File: config.mk
export PLATFORM = sky130hd
export DESIGN_NAME = ofs_plat_host_chan_c1_tx_arbiter
export DESIGN_NICKNAME = d
export VERILOG_FILES = /design/src/rtl/ofs_plat_host_chan_c1_tx_arbiter.sv
export SDC_FILE = /design/constraint.sdc
export NUM_CORES = 1
export LEC_CHECK = 0
export ABC_CLOCK_PERIOD_IN_PS = 3600
export BUFFER_PORTS_ARGS = -buffer_cell sky130_fd_sc_hd__clkbuf_2
export CAP_MARGIN = 10
export CORE_AREA = 4 4 690 692
export DETAILED_ROUTE_END_ITERATION = 16
export DIE_AREA = 0 0 694 696
export GPL_ROUTABILITY_DRIVEN = 0
export PLACE_DENSITY = 0.3
export SYNTH_ARGS = -nofsm -noshare
export SYNTH_HDL_FRONTEND = slang
export SYNTH_SLANG_ARGS = --single-unit
File: constraint.sdc
create_clock -name clk -period 3.6 [get_ports clk]
set_input_delay 0.54 -clock clk [delete_from_list [all_inputs] [get_ports clk]]
set_output_delay 0.54 -clock clk [all_outputs]
set_load 0.005 [all_outputs]
File: src/rtl/ofs_plat_host_chan_c1_tx_arbiter.sv
// Round-robin arbiter sharing one c1 write-request TX port among NUM_PORTS requesters.
// Multi-line packets hold the grant from SOP to last beat; FIU almost-full stalls issue.
module ofs_plat_host_chan_c1_tx_arbiter #(
    parameter int NUM_PORTS  = 2,
    parameter int HDR_WIDTH  = 80,
    parameter int DATA_WIDTH = 512,
    localparam int SEL_W     = (NUM_PORTS > 1) ? $clog2(NUM_PORTS) : 1
) (
    input  logic                             clk,
    input  logic                             reset_n,
    input  logic [NUM_PORTS-1:0]             in_valid,
    input  logic [NUM_PORTS-1:0]             in_sop,
    input  logic [2*NUM_PORTS-1:0]           in_len,
    input  logic [HDR_WIDTH*NUM_PORTS-1:0]   in_hdr,
    input  logic [DATA_WIDTH*NUM_PORTS-1:0]  in_data,
    output logic [NUM_PORTS-1:0]             in_ready,
    input  logic                             c1TxAlmFull,
    output logic                             out_valid,
    output logic [HDR_WIDTH-1:0]             out_hdr,
    output logic [DATA_WIDTH-1:0]            out_data,
    output logic [SEL_W-1:0]                 out_sel,
    output logic                             busy,
    output logic                             err
);

    typedef enum logic {
        ST_IDLE   = 1'b0,
        ST_LOCKED = 1'b1
    } state_t;

    state_t                  state_q;
    logic [SEL_W-1:0]        rr_ptr_q;
    logic [SEL_W-1:0]        owner_q;
    logic [1:0]              beats_left_q;
    logic                    out_valid_q;
    logic [HDR_WIDTH-1:0]    out_hdr_q;
    logic [DATA_WIDTH-1:0]   out_data_q;
    logic [SEL_W-1:0]        out_sel_q;
    logic                    err_q;

    logic [HDR_WIDTH-1:0]    hdr_arr  [NUM_PORTS];
    logic [DATA_WIDTH-1:0]   data_arr [NUM_PORTS];
    logic [1:0]              len_arr  [NUM_PORTS];

    logic [SEL_W:0]          cand_idx;
    logic [SEL_W-1:0]        winner_sel;
    logic                    winner_found;
    logic [SEL_W-1:0]        grant_sel;
    logic                    grant_any;
    logic                    issue_ok;
    logic                    accept;
    logic                    acc_sop;
    logic [1:0]              acc_len;

    generate
        for (genvar gi = 0; gi < NUM_PORTS; gi++) begin : g_unpack
            assign hdr_arr[gi]  = in_hdr[gi*HDR_WIDTH +: HDR_WIDTH];
            assign data_arr[gi] = in_data[gi*DATA_WIDTH +: DATA_WIDTH];
            assign len_arr[gi]  = in_len[gi*2 +: 2];
        end
    endgenerate

    // Rotating search starting at rr_ptr; the wider cand_idx avoids overflow before the wrap.
    always_comb begin
        cand_idx     = '0;
        winner_sel   = rr_ptr_q;
        winner_found = 1'b0;
        for (int k = 0; k < NUM_PORTS; k++) begin
            cand_idx = {1'b0, rr_ptr_q} + (SEL_W+1)'(k);
            if (cand_idx >= (SEL_W+1)'(NUM_PORTS)) begin
                cand_idx = cand_idx - (SEL_W+1)'(NUM_PORTS);
            end
            if (!winner_found && in_valid[cand_idx[SEL_W-1:0]]) begin
                winner_found = 1'b1;
                winner_sel   = cand_idx[SEL_W-1:0];
            end
        end
    end

    // While locked the owner keeps the grant even across its own valid bubbles.
    assign grant_sel = (state_q == ST_LOCKED) ? owner_q : winner_sel;
    assign grant_any = (state_q == ST_LOCKED) || winner_found;
    assign issue_ok  = reset_n && !c1TxAlmFull && grant_any;

    generate
        for (genvar gi = 0; gi < NUM_PORTS; gi++) begin : g_ready
            assign in_ready[gi] = issue_ok && (grant_sel == SEL_W'(gi));
        end
    endgenerate

    assign accept  = |(in_valid & in_ready);
    assign acc_sop = in_sop[grant_sel];
    assign acc_len = len_arr[grant_sel];

    function automatic logic [SEL_W-1:0] next_port(input logic [SEL_W-1:0] p);
        if (p == SEL_W'(NUM_PORTS - 1)) begin
            return '0;
        end
        return p + SEL_W'(1);
    endfunction

    always_ff @(posedge clk or negedge reset_n) begin
        if (!reset_n) begin
            state_q      <= ST_IDLE;
            rr_ptr_q     <= '0;
            owner_q      <= '0;
            beats_left_q <= '0;
            out_valid_q  <= 1'b0;
            out_hdr_q    <= '0;
            out_data_q   <= '0;
            out_sel_q    <= '0;
            err_q        <= 1'b0;
        end else begin
            out_valid_q <= accept;
            if (accept) begin
                out_hdr_q  <= hdr_arr[grant_sel];
                out_data_q <= data_arr[grant_sel];
                out_sel_q  <= grant_sel;
            end

            case (state_q)
                ST_IDLE: begin
                    if (accept) begin
                        // cl_len 1 and 3 both have bit 0 set; 0 and the illegal 2 are single-line
                        if (acc_sop && acc_len[0]) begin
                            state_q      <= ST_LOCKED;
                            owner_q      <= grant_sel;
                            beats_left_q <= acc_len;
                        end else begin
                            rr_ptr_q <= next_port(grant_sel);
                            if (!acc_sop || (acc_len == 2'd2)) begin
                                err_q <= 1'b1;
                            end
                        end
                    end
                end
                ST_LOCKED: begin
                    if (accept) begin
                        if (acc_sop) begin
                            err_q <= 1'b1;
                        end
                        beats_left_q <= beats_left_q - 2'd1;
                        if (beats_left_q == 2'd1) begin
                            state_q  <= ST_IDLE;
                            rr_ptr_q <= next_port(owner_q);
                        end
                    end
                end
                default: state_q <= ST_IDLE;
            endcase
        end
    end

    assign out_valid = out_valid_q;
    assign out_hdr   = out_hdr_q;
    assign out_data  = out_data_q;
    assign out_sel   = out_sel_q;
    assign busy      = (state_q == ST_LOCKED);
    assign err       = err_q;

endmodule
# After elaboration in Yosys (flattened, before gate mapping)
# Index checks and enable logic that the tools add are counted.
[op_classes]
n_eq_ne = 9
n_mux = 54
n_addsub = 6
reduce_logical = 16
magnitude_cmp = 6
bitwise_logic = 4
[op_table]
columns = ["operator", "n"]
rows = [
  ["$mux W512", 3],
  ["$mux W80", 3],
  ["$mux W1", 38],
  ["$mux W2", 6],
  ["$ne A2 B2 Y1 const B", 4],
  ["$logic_and A1 B1 Y1", 6],
  ["$lt A1 B2 Y1 const B", 3],
  ["$ne A2 B1 Y1 const B", 3],
  ["$pmux W1 S2", 3],
  ["$reduce_and A3 Y1", 2],
  ["$reduce_and A5 Y1", 1],
  ["$ge A2 B2 Y1 const B", 2],
  ["$pmux W2 S2", 1],
  ["$reduce_and A4 Y1", 1],
  ["$logic_not A1 Y1", 3],
  ["$add A1 B1 Y1 const B", 2],
  ["$add A1 B1 Y2 const B", 1],
  ["$and A2 B2 Y2", 1],
  ["$eq A2 B1 Y1 const B", 1],
  ["$eq A2 B2 Y1 const B", 1],
  ["$ge A1 B2 Y1 const B", 1],
  ["$logic_or A1 B1 Y1", 2],
  ["$not A1 Y1", 2],
  ["$not A1 Y2", 1],
  ["3 further kinds", 4],
]
[totals]
wordCells = 104
ff_bits = 600
input_bits = 1195

# Longest topological paths before layout
[logic_depth]
depth_word = 21
depth_mapped = 9
ltp_nobuf = 6

# Worst setup path before layout
# OpenSTA, ideal clock, no wires.
[synth_timing]
path_type = "input to output"
from = "input in_valid[0]"
to = "output in_ready[1]"
cell_stages = 5
slack_ns = 1.619
arrival_ns = 1.441
cell_sequence = "a21boi_2 > o21a_1 > buf_2 > clkbuf_1 > nor2_1"
[synth_between]
elab_chain_len = 9
[synth_lines]
columns = ["element", "line_no", "text"]
rows = [
  ["from (decl)", "11", "input logic [NUM_PORTS-1:0] in_valid,"],
  ["$mux W1 (implied by the code) (2 in series)", "73", "if (!winner_found && in_valid[cand_idx[SEL_W-1:0]]) begin"],
  ["$mux W1", "73", ""],
  ["$logic_not A1 Y1", "73", ""],
  ["$logic_and A1 B1 Y1", "73", ""],
  ["$mux W1", "73", ""],
  ["$logic_or A1 B1 Y1", "82", "assign grant_any = (state_q == ST_LOCKED) || winner_found;"],
  ["$logic_and A1 B1 Y1", "83", "assign issue_ok = reset_n && !c1TxAlmFull && grant_any;"],
  ["$logic_and A1 B1 Y1 (*)", "87", "assign in_ready[gi] = issue_ok && (grant_sel == SEL_W'(gi));"],
  ["to (decl)", "16", "output logic [NUM_PORTS-1:0] in_ready,"],
]
# Mark *: on every way between the ends. The rest lies on a longest branch, timed or not. The select of a mux whose other input is x is not followed.

# Final worst setup path
[layout_timing]
from = "input reset_n"
to = "register out_data_q[308] (netlist: out_data[308])"
[layout_between]
elab_chain_len = 5
[layout_lines]
columns = ["element", "line_no", "text"]
rows = [
  ["from (decl)", "10", "input logic reset_n,"],
  ["$logic_and A1 B1 Y1 (*) (2 in series)", "83", ""],
  ["$logic_and A1 B1 Y1", "87", ""],
  ["$and A2 B2 Y2 (*)", "91", "assign accept = |(in_valid & in_ready);"],
  ["$reduce_or A2 Y1 (*)", "91", ""],
  ["to (signal assigned)", "117", "out_data_q <= data_arr[grant_sel];"],
  ["to (decl)", "37", "logic [DATA_WIDTH-1:0] out_data_q;"],
]
# Mark *: on every way between the ends. The rest lies on a longest branch, timed or not.
# A chain may end at the register's enable or synchronous reset.

==> results.ini <==
[pwr]
cell_internal_pwr_mw = 26.0
combPwrFrac_pct = 57.3
power.density_nw_per_um2 = 902
ir_worst_vdd_v = 0.000661
sw_frac_of_total_pct = 50.4
seq_power_share_pct = 24.9
netSwitchingPower_mw = 26.4
p_leak_nw = 25.0
p_clk_share_pct = 17.8

[critical_path]
worst_setup_path_start_kind = primary input
worstPathCellList = dlygate4sd3_1 -> buf_8 -> nor2b_1 -> o21ai_1 -> or2_2 -> inv_16 -> buf_4 -> nor2_1 -> a31oi_1 -> dlygate4sd3_1
cpMostUsedCell = dlygate4sd3_1
cp-end-kind = flip-flop
r2r-end = out_data[308]
cp.required_ps = 4340
cpPeakStageDelay_ps = 580
cp-startpoint = reset_n
worstPathArrival_ps = 4150
cp_slowest_cell = dlygate4sd3_1
critPathMaxFanout = 68
crit_type = in2reg
reg2reg_depth = 8
r2r_setup_slack_ps = 280
r2r_start = busy

[place]
placedCellCount = 11153
dp_hpwl_um = 309000
dpl_cell_area_um2 = 43800
io_buffers = 1792
pre_cts_ws_ps = 413

[route]
ant_nets = 0
routed.top_layer = met5
drt-total-wl_um = 353000
drt_iter0_drc = 2366
dr_wl_met2_um = 165000
wl_met3_um = 49600
wire_per_inst_um = 28.3
remaining_drc_errors = 0
via_per_inst = 2.93
vias = 36544
first_pass_iters = 5
wl_met1_um = 125000

[final_layout]
syn_to_final_growth_pct = 114
final_cell_area_um2 = 58100
fin_cells = 12468
fin_nets = 7346
layout-drive-gt1-share_pct = 33.2
final_util_pct = 12.4

[logic_synthesis]
synth_area_um2 = 27200
synth_xor_area_share_pct = 0
syn-num-nets = 4478
yosysMostFrequentCell = nand2_1
synth_top_area_share_pct = 55.2
yosys.area_share.simple_pct = 24.9
synthFlopType = dfrtp_1
synthAdderAreaFrac_pct = 0.0460
synth_edf_count = 0
avgSynthCellArea_um2 = 8.29
synth_seq_cells = 600
synth_compound_area_share_pct = 14.2
yosys_warnings = 0
synth_common_cells = 1,191 x nand2_1, 600 x dfrtp_1, 597 x nor2_1, 592 x a31oi_1, 187 x buf_2
ys_types = 34
synth_seq_area_share_pct = 55.2
synth_top_family_by_area = simple AND/OR/NAND/NOR gates
synth.area.top_cells = dfrtp_1 55%, nand2_1 16%, a31oi_1 14%
yosysTopAreaCell = dfrtp_1
synth_cells = 3282
async_flop_share_pct = 100
muxShareOfSynthArea_pct = 0.156

[grt]
overflow = 0
grt_pass1_wl_um = 435000
grt_max_degree = 127
antenna_found_initial = 115
grt_use_total_pct = 14.0
grt_pass1_vias = 38644

[floorplanning]
die_h_um = 696
coreArea_um2 = 470000
pin_count = 1793
dieArea_um2 = 483000
rows = 252
start_util_pct = 5.78
die_w_um = 694

[sta]
post-route-min-period_ps = 3420
finalSetupViolCount = 0
rsz0062_at_grt = false
setup_slack_ps = 184
relSlewSlack_pct = 20.5
timing.final.crit_share_pct = 94.9
hold_viol = 0
tightestPinTransition_ps = 1190
slew_viol_final = 0
fin_tns_setup_ps = 0
finClkSkew_ps = 71.5
fmax_ghz = 0.293

[min_path]
min_to = out_hdr[19]
min-delay-path-class = in2reg
min_from = in_hdr[99]
min_path_cells = 3

[cts]
postCtsSetupBuffers = 0
cts.sinks = 600
clock_latency_ps = 850
cts_buffer_depth = 4
cts.clk_slew.worst_paths_ps = 60
root_buffer = clkbuf_16
htreeDepth = 3
cts_tree = done
cts_buffers = 93

[job]
maxCapViolCount = 0

[run_status]
status = finished clean

power by group through the flow:
stage               Combinational, mW  Clock [mW]  Sequential (mW)
floorplan                        7.69           0             12.3
global placement                 26.5           0             13.3
detailed placement               26.4           0             13.2
CTS                              31.3        9.81             13.2
global route                     33.1        9.93             13.5
finish                           30.0        9.32             13.1
stage by stage:
stage	hold WS (ps)	total power, mW
floorplan	244	20.0
global placement	486	39.8
detailed placement	481	39.6
CTS	1.34	54.3
global route	35.0	56.5
finish	73.8	52.4
worst max-delay path: cells and delay by family:
kind,cells,cell delay (ps)
AO/OA/AOI/OAI,2,300
buffers and inverters,5,2110
AND/OR/NAND/NOR,3,900
area by class of cell:
| type | instances | area, um2 |
|---|---|---|
| Antenna cell | 28 | 70.1 |
| Clock buffer | 138 | 2780 |
| Clock inverter | 24 | 173 |
| Fill cell | 54853 | 412000 |
| Inverter | 3 | 27.5 |
| Multi-Input combinational cell | 2414 | 10700 |
| Sequential cell | 600 | 15000 |
| Tap cell | 6223 | 7790 |
| Timing Repair Buffer | 3038 | 21600 |
cell families after synthesis:
group | count (synthesis)
muxes | 4
adders and majority gates | 1
AOI/OAI and AO/OA | 614
and+or+nand+nor | 1795
buffers and inverters | 268
DFF | 600
sequential cells by signal, summed over array words and instances (netlist names):
register,cells
rr_ptr_q,1
busy,1
owner_q,1
out_valid,1
out_hdr,80
err,1
out_data,512
out_sel,1
beats_left_q,2
layout by cell type (no fill, tap or decap), types with 2 or more instances in the layout:
cell / count
o31ai_1: 2
dfrtp_1: 600
mux2i_1: 2
a21oi_1: 4
clkbuf_2: 1791
clkbuf_16: 94
inv_1: 2
clkbuf_8: 26
nor3b_1: 2
buf_4: 88
dlygate4sd3_1: 1125
nor2_1: 597
buf_12: 33
nand2_1: 1191
mux2_2: 2
diode_2: 28
clkbuf_1: 18
clkinv_4: 2
a31oi_1: 592
clkinvlp_4: 6
o21ai_0: 3
inv_6: 5
clkinv_2: 10
metal layers:
layer | global-route usage (%) | vias to the layer above
li1 | - | 16749
met1 | 14.4 | 17800
met2 | 23.4 | 1496
met3 | 8.96 | 445
met4 | 4.30 | 54
met5 | 0 | -
worst max-delay path by stage:
stage,endpoint
2_1_floorplan,in_ready[1]
3_3_place_gp,out_data[286]
3_5_place_dp,out_data[15]
4_1_cts,in_ready[1]
5_1_grt,out_data[302]
6_report,out_data[308]
repair_timing:
item | in CTS | in global routing
endpoints found under the hold margin | 622 | 0
gates resized for setup | 0 | 1
hold buffers | 1125 | 0
endpoints found under the setup margin | 0 | 23
Note: power is estimated with default switching activity, not from simulation.
